===== src/rtl/uar_bit_recovery.sv =====
// uar_bit_recovery: multi-channel UART receive front end.
// Shared oversample tick, 2-flop sync, majority-vote bit recovery.
// Ports: clk_in, rst_n_in (sync, active low); sig_in serial lines;
//   bit_valid_out/bit_out data-bit strobe and value; busy_out;
//   start_err_out false start; frame_done_out/frame_err_out stop status.
module uar_bit_recovery #(
  parameter int CLK_HZ       = 100_000_000,
  parameter int BAUD_RATE    = 9600,
  parameter int SAMP_PER_BIT = 16,
  parameter int NUM_CH       = 1,
  parameter int VOTE_TAPS    = 3,
  parameter int DATA_BITS    = 8
) (
  input  logic              clk_in,
  input  logic              rst_n_in,
  input  logic [NUM_CH-1:0] sig_in,
  output logic [NUM_CH-1:0] bit_valid_out,
  output logic [NUM_CH-1:0] bit_out,
  output logic [NUM_CH-1:0] busy_out,
  output logic [NUM_CH-1:0] start_err_out,
  output logic [NUM_CH-1:0] frame_done_out,
  output logic [NUM_CH-1:0] frame_err_out
);

  localparam int DIV = CLK_HZ / (SAMP_PER_BIT * BAUD_RATE);
  localparam int TW  = $clog2(DIV) + 1;
  localparam int SW  = $clog2(SAMP_PER_BIT);
  localparam int BW  = (DATA_BITS > 1) ? $clog2(DATA_BITS) : 1;
  localparam int DP  = SAMP_PER_BIT / 2 + (VOTE_TAPS - 1) / 2;

  localparam logic [TW-1:0] TICK_LD = TW'(DIV - 1);
  localparam logic [SW-1:0] S_DEC   = SW'(DP);
  localparam logic [SW-1:0] S_LAST  = SW'(SAMP_PER_BIT - 1);
  localparam logic [BW-1:0] B_LAST  = BW'(DATA_BITS - 1);
  localparam logic [3:0]    MAJ     = 4'(VOTE_TAPS / 2);

  typedef enum logic [1:0] {
    ST_IDLE,
    ST_START,
    ST_DATA,
    ST_STOP
  } state_t;

  logic [TW-1:0] r_tick_cnt;
  logic          w_tick;

  assign w_tick = (r_tick_cnt == '0);

  always_ff @(posedge clk_in) begin
    if (!rst_n_in)   r_tick_cnt <= TICK_LD;
    else if (w_tick) r_tick_cnt <= TICK_LD;
    else             r_tick_cnt <= r_tick_cnt - 1'b1;
  end

  logic [NUM_CH-1:0] r_sync1;
  logic [NUM_CH-1:0] r_sync2;

  always_ff @(posedge clk_in) begin
    if (!rst_n_in) begin
      r_sync1 <= '1;
      r_sync2 <= '1;
    end else begin
      r_sync1 <= sig_in;
      r_sync2 <= r_sync1;
    end
  end

  for (genvar c = 0; c < NUM_CH; c++) begin : g_ch
    state_t               r_state;
    state_t               w_state_n;
    logic [SW-1:0]        r_samp;
    logic [SW-1:0]        w_samp_n;
    logic [SW-1:0]        w_samp_inc;
    logic [BW-1:0]        r_bit;
    logic [BW-1:0]        w_bit_n;
    logic [VOTE_TAPS-1:0] w_win;
    logic [3:0]           w_ones;
    logic                 w_s;
    logic                 w_maj;
    logic                 w_at_dec;
    logic                 r_bv, r_bo, r_busy;
    logic                 r_serr, r_done, r_ferr;
    logic                 w_bv_n, w_bo_n;
    logic                 w_serr_n, w_done_n, w_ferr_n;

    assign w_s        = r_sync2[c];
    assign w_samp_inc = (r_samp == S_LAST) ? '0 : r_samp + 1'b1;
    assign w_at_dec   = (r_samp == S_DEC);

    // Window = previous VOTE_TAPS-1 tick samples plus the live one,
    // so the vote at index D is centred on mid-bit.
    if (VOTE_TAPS > 1) begin : g_hist
      logic [VOTE_TAPS-2:0] r_hist;
      always_ff @(posedge clk_in) begin
        if (!rst_n_in)   r_hist <= '1;
        else if (w_tick) r_hist <= w_win[VOTE_TAPS-2:0];
      end
      assign w_win = {r_hist, w_s};
    end else begin : g_nohist
      assign w_win = w_s;
    end

    always_comb begin
      w_ones = '0;
      for (int i = 0; i < VOTE_TAPS; i++)
        w_ones = w_ones + {3'b000, w_win[i]};
    end

    assign w_maj = (w_ones > MAJ);

    always_comb begin
      w_state_n = r_state;
      w_samp_n  = r_samp;
      w_bit_n   = r_bit;
      w_bv_n    = 1'b0;
      w_bo_n    = r_bo;
      w_serr_n  = 1'b0;
      w_done_n  = 1'b0;
      w_ferr_n  = 1'b0;
      if (w_tick) begin
        unique case (r_state)
          ST_IDLE: begin
            // the tick that saw 0 is sample 0 of the start bit
            if (!w_s) begin
              w_state_n = ST_START;
              w_samp_n  = SW'(1);
            end
          end
          ST_START: begin
            w_samp_n = w_samp_inc;
            if (w_at_dec) begin
              if (w_maj) begin
                w_state_n = ST_IDLE;
                w_samp_n  = '0;
                w_serr_n  = 1'b1;
              end else begin
                w_state_n = ST_DATA;
                w_bit_n   = '0;
              end
            end
          end
          ST_DATA: begin
            w_samp_n = w_samp_inc;
            if (w_at_dec) begin
              w_bv_n = 1'b1;
              w_bo_n = w_maj;
              if (r_bit == B_LAST) w_state_n = ST_STOP;
              else                 w_bit_n   = r_bit + 1'b1;
            end
          end
          ST_STOP: begin
            w_samp_n = w_samp_inc;
            // leave at mid-stop so the next edge can resync
            if (w_at_dec) begin
              w_state_n = ST_IDLE;
              w_samp_n  = '0;
              w_done_n  = 1'b1;
              w_ferr_n  = ~w_maj;
            end
          end
          default: w_state_n = ST_IDLE;
        endcase
      end
    end

    always_ff @(posedge clk_in) begin
      if (!rst_n_in) begin
        r_state <= ST_IDLE;
        r_samp  <= '0;
        r_bit   <= '0;
        r_bv    <= 1'b0;
        r_bo    <= 1'b0;
        r_busy  <= 1'b0;
        r_serr  <= 1'b0;
        r_done  <= 1'b0;
        r_ferr  <= 1'b0;
      end else begin
        r_state <= w_state_n;
        r_samp  <= w_samp_n;
        r_bit   <= w_bit_n;
        r_bv    <= w_bv_n;
        r_bo    <= w_bo_n;
        r_busy  <= (w_state_n != ST_IDLE);
        r_serr  <= w_serr_n;
        r_done  <= w_done_n;
        r_ferr  <= w_ferr_n;
      end
    end

    assign bit_valid_out[c]  = r_bv;
    assign bit_out[c]        = r_bo;
    assign busy_out[c]       = r_busy;
    assign start_err_out[c]  = r_serr;
    assign frame_done_out[c] = r_done;
    assign frame_err_out[c]  = r_ferr;
  end

endmodule

===== config.mk =====
export PLATFORM = sky130hd
export DESIGN_NAME = uar_bit_recovery
export DESIGN_NICKNAME = d
export VERILOG_FILES = /design/src/rtl/uar_bit_recovery.sv
export SDC_FILE = /design/constraint.sdc
export NUM_CORES = 1
export LEC_CHECK = 0
export BUFFER_PORTS_ARGS = -buffer_cell sky130_fd_sc_hd__buf_2
export CORE_MARGIN = 10
export CORE_UTILIZATION = 25
export CTS_BUF_LIST = sky130_fd_sc_hd__clkbuf_16
export DETAILED_ROUTE_END_ITERATION = 8
export REMOVE_ABC_BUFFERS = 1
export SLEW_MARGIN = 20
export SYNTH_ARGS = -nofsm -noshare
export SYNTH_HDL_FRONTEND = slang
export SYNTH_SLANG_ARGS = --single-unit

===== constraint.sdc =====
create_clock -name clk_in -period 2.51 [get_ports clk_in]
set_input_delay 0.502 -clock clk_in [delete_from_list [all_inputs] [get_ports clk_in]]
set_output_delay 0.502 -clock clk_in [all_outputs]
set_load 0.02 [all_outputs]

==> PnR_summary.wiki <==
{| class="wikitable"
! Metric !! Value
|-
| Run status || complete, no violations
|-
| Footprint of the multi-input gates || 689 um^2
|-
| Final setup vio count || 0
|-
| Proportion of layout cells with a drive suffix above 1 || 13.7%
|-
| Setup crit end kind || register
|-
| Share of synthesized flip-flops with an asynchronous set or reset || 0%
|-
| CP Max Fanout || 6
|-
| Final weighted congestion in routability-driven placement || 0.762
|-
| Antenna diode count || 0
|-
| Core area || 5140 um^2
|-
| Hold/Removal Path Class || register to register
|-
| Critical path data arrival time || 2.37 ns
|-
| Count of filler cells inserted in the layout || 563
|-
| Maximum number of pins on one net before global-route repair || 12
|-
| Routed vias/inst || 4.64
|-
| TritonCTS Buffers || 5
|-
| Share of synthesized area occupied by flip-flops and latches || 45.0%
|-
| Area of the die || 8660 um^2
|-
| Slew at the pin with the worst max-slew slack || 0.677 ns
|-
| Sinks on the clock net || 30
|-
| Unrepaired setup endpoints after global routing || no
|-
| Post-Synthesis Mean Instance Area || 9.07 um^2
|-
| Cell type contributing the most total cell area after synthesis || dfxtp_1
|-
| Worst IR Drop VDD || 0.234 mV
|-
| Count of warnings emitted by yosys || 0
|-
| Share of the synthesized area in the top cell type || 45.0%
|-
| Clock slew at the register clock pins of the worst setup and hold paths || 0.04 ns
|-
| Overall power consumption || 1.10 mW
|-
| Count of buffers inserted at the top-level ports || 8
|-
| Area Overhead vs Synth || 20.5%
|-
| Number of global-route vias before repair || 1032
|-
| Mapped Cells || 147
|-
| Maximum frequency from static timing analysis || 448 MHz
|-
| Depth of the CTS H-tree || 2
|-
| Fin crit period || 2.23 ns
|-
| Detailed-router iteration count before antenna repair || 4
|-
| Number of antenna violations at the first check in global routing || 0
|-
| Detailed Place HPWL || 1.91 mm
|-
| Flop and latch count out of synthesis || 30
|-
| Category of the worst setup path launch point || register
|-
| Final setup skew || 0.00443 ns
|-
| Normalized max-slew margin || 54.8%
|-
| Critical Setup Path Class || register to register
|-
| Total global-route track usage || 6.81%
|-
| Max_cap viols || 0
|-
| Main synth FF type || dfxtp_1
|-
| Final critical-path share of the clock period || 89.0%
|-
| Buffer depth of the longest clock path || 2
|-
| Hold bufs inserted after CTS || 0
|-
| Pwr per Cell Area || 682 nW/um^2
|-
| Buffer cell driving the clock tree root || clkbuf_16
|-
| Netlist Area Pre-Place || 1330 um^2
|-
| Routed length per placed instance || 11.2 um
|-
| DRC viols || 0
|-
| Number of synthesized flops with an enable pin || 0
|-
| Starting density of the core || 25.9%
|-
| Most common cell in the synthesized netlist || dfxtp_1
|-
| Total routed wirelength || 2.59 mm
|-
| Final Hold Fails || 0
|-
| Final layout net count || 172
|-
| Data required time of the critical path || 2.65 ns
|-
| Leak || 0.608 nW
|-
| Number of cells on the worst hold path || 1
|-
| Aggregate global routing overflow || 0
|-
| # Post-CTS Setup Buffers || 0
|-
| Storage element area || 601 um^2
|-
| Die Y-Extent || 93.0 um
|-
| Latest clock arrival within the worst-skew pair || 0.27 ns
|-
| Top cells by count, synth || dfxtp_1 (30), nor2_1 (19), nand2_1 (13)
|-
| CTS tree || yes
|-
| Pre-CTS setup slack || 0.288 ns
|-
| Resized cells post-CTS || 0
|-
| Main area contributors after synthesis || dfxtp_1 (45%), ha_1 (6.6%), nor2_1 (5.3%)
|-
| Setup slack after layout || 0.277 ns
|-
| Final number of max-transition violations || 0
|-
| Number of top-level pins || 9
|-
| Wire length of the first global-routing pass || 4.64 mm
|-
| Horiz. Die Dim || 93.0 um
|-
| Number of distinct library cell variants in the gate-level netlist after synthesis || 40
|-
| Detail Route Antenna Nets || 0
|-
| Std-Cell Rows || 26
|-
| Final-layout setup total negative slack || 0 ns
|-
| Worst-case reg-to-reg path depth || 6
|-
| Violation count after the first detailed-routing iteration || 29
|-
| Overall via count from detail_route || 1071
|}
## placed cells by master, fill, tap and decap left out, types with 2 or more instances in the layout
master / count
dfxtp_1: 30
nand4b_1: 2
buf_4: 5
o32ai_1: 2
a22o_1: 2
clkinv_1: 2
buf_2: 8
nand2_1: 13
xnor2_1: 3
clkbuf_16: 5
nand2b_1: 4
o21ai_0: 4
nand3_1: 5
nor4_1: 6
a211oi_1: 2
inv_1: 5
or3_1: 3
a21oi_1: 6
nor2_1: 19
ha_1: 7
nor3_1: 3
xor2_1: 6
## flip-flops by register name, summed over array words and instances (netlist names)
signal              count
frame_err_out           1
g_ch.r_bit              3
bit_out                 1
bit_valid_out           1
g_ch.r_state            2
g_ch.w_s                1
r_tick_cnt             11
start_err_out           1
g_ch.g_hist.r_hist      2
r_sync1                 1
g_ch.r_samp             4
busy_out                1
frame_done_out          1
## kinds of logic (layout without fill, tap and decap cells)
family                   Yosys count  in the layout  share of synthesized area (%)
AO/OA/AOI/OAI                     26             26                           14.3
XOR/XNOR                           9              9                           5.91
adder cells (fa/ha/maj)            7              7                           6.57
buffers and inverters             11             25                           3.28
flip-flops                        30             30                           45.0
multiplexers                       1              1                           1.13
AND/OR/NAND/NOR                   63             63                           23.8
## through the flow
step                      instance area, um^2  hold WS (ns)  instances  utilization, %
after floorplan                          1310         0.386        142               -
after global placement                   1480         0.389        225            28.7
after detailed placement                 1480         0.398        225            28.7
after CTS                                1610         0.409        231            31.3
after global routing                     1610         0.430        231            31.3
final                                    1610         0.404        231            31.3
## worst max-delay path, stage by stage, from the launching register on
cell       delay (ns)
dfxtp_1          0.33
inv_1            0.08
ha_1             0.16
or4b_1           0.53
a2111oi_2        0.69
o22a_1           0.24
o22ai_1          0.07
## path summary, 6_finish.rpt
check | startpoint | endpoint | slack, ns
setup / recovery | r_tick_cnt[0] | g_ch[0].r_samp[2] | 0.28
setup reg to reg | r_tick_cnt[0] | g_ch[0].r_samp[2] | 0.28
hold / removal | r_sync1 | g_ch[0].w_s | 0.40
hold reg to reg | r_sync1 | g_ch[0].w_s | 0.40
## routing by layer
metal / wire, um / track usage, % / share of wire (%) / vias to the layer above
met5: 0 / 0 / 0 / -
met1: 1220 / 7.33 / 47 / 486
met4: 70 / 4.63 / 2.7 / 0
met3: 171 / 3.20 / 6.6 / 7
met2: 1130 / 10.5 / 44 / 22
li1: - / - / - / 556
## final cells by class
class                           instances  area share, %
Sequential cell                        30           37.4
Tap cell                               70           5.45
Multi-Input combinational cell        106           42.9
Timing Repair Buffer                   13           4.83
Clock buffer                            5           7.79
Clock inverter                          1          0.234
Inverter                                6           1.40
## power breakdown
group / switching, mW / internal, mW
Combinational: 0.0349 / 0.0258
Clock: 0.183 / 0.350
Sequential: 0.0120 / 0.490
Power figures use the tool's default switching activity.
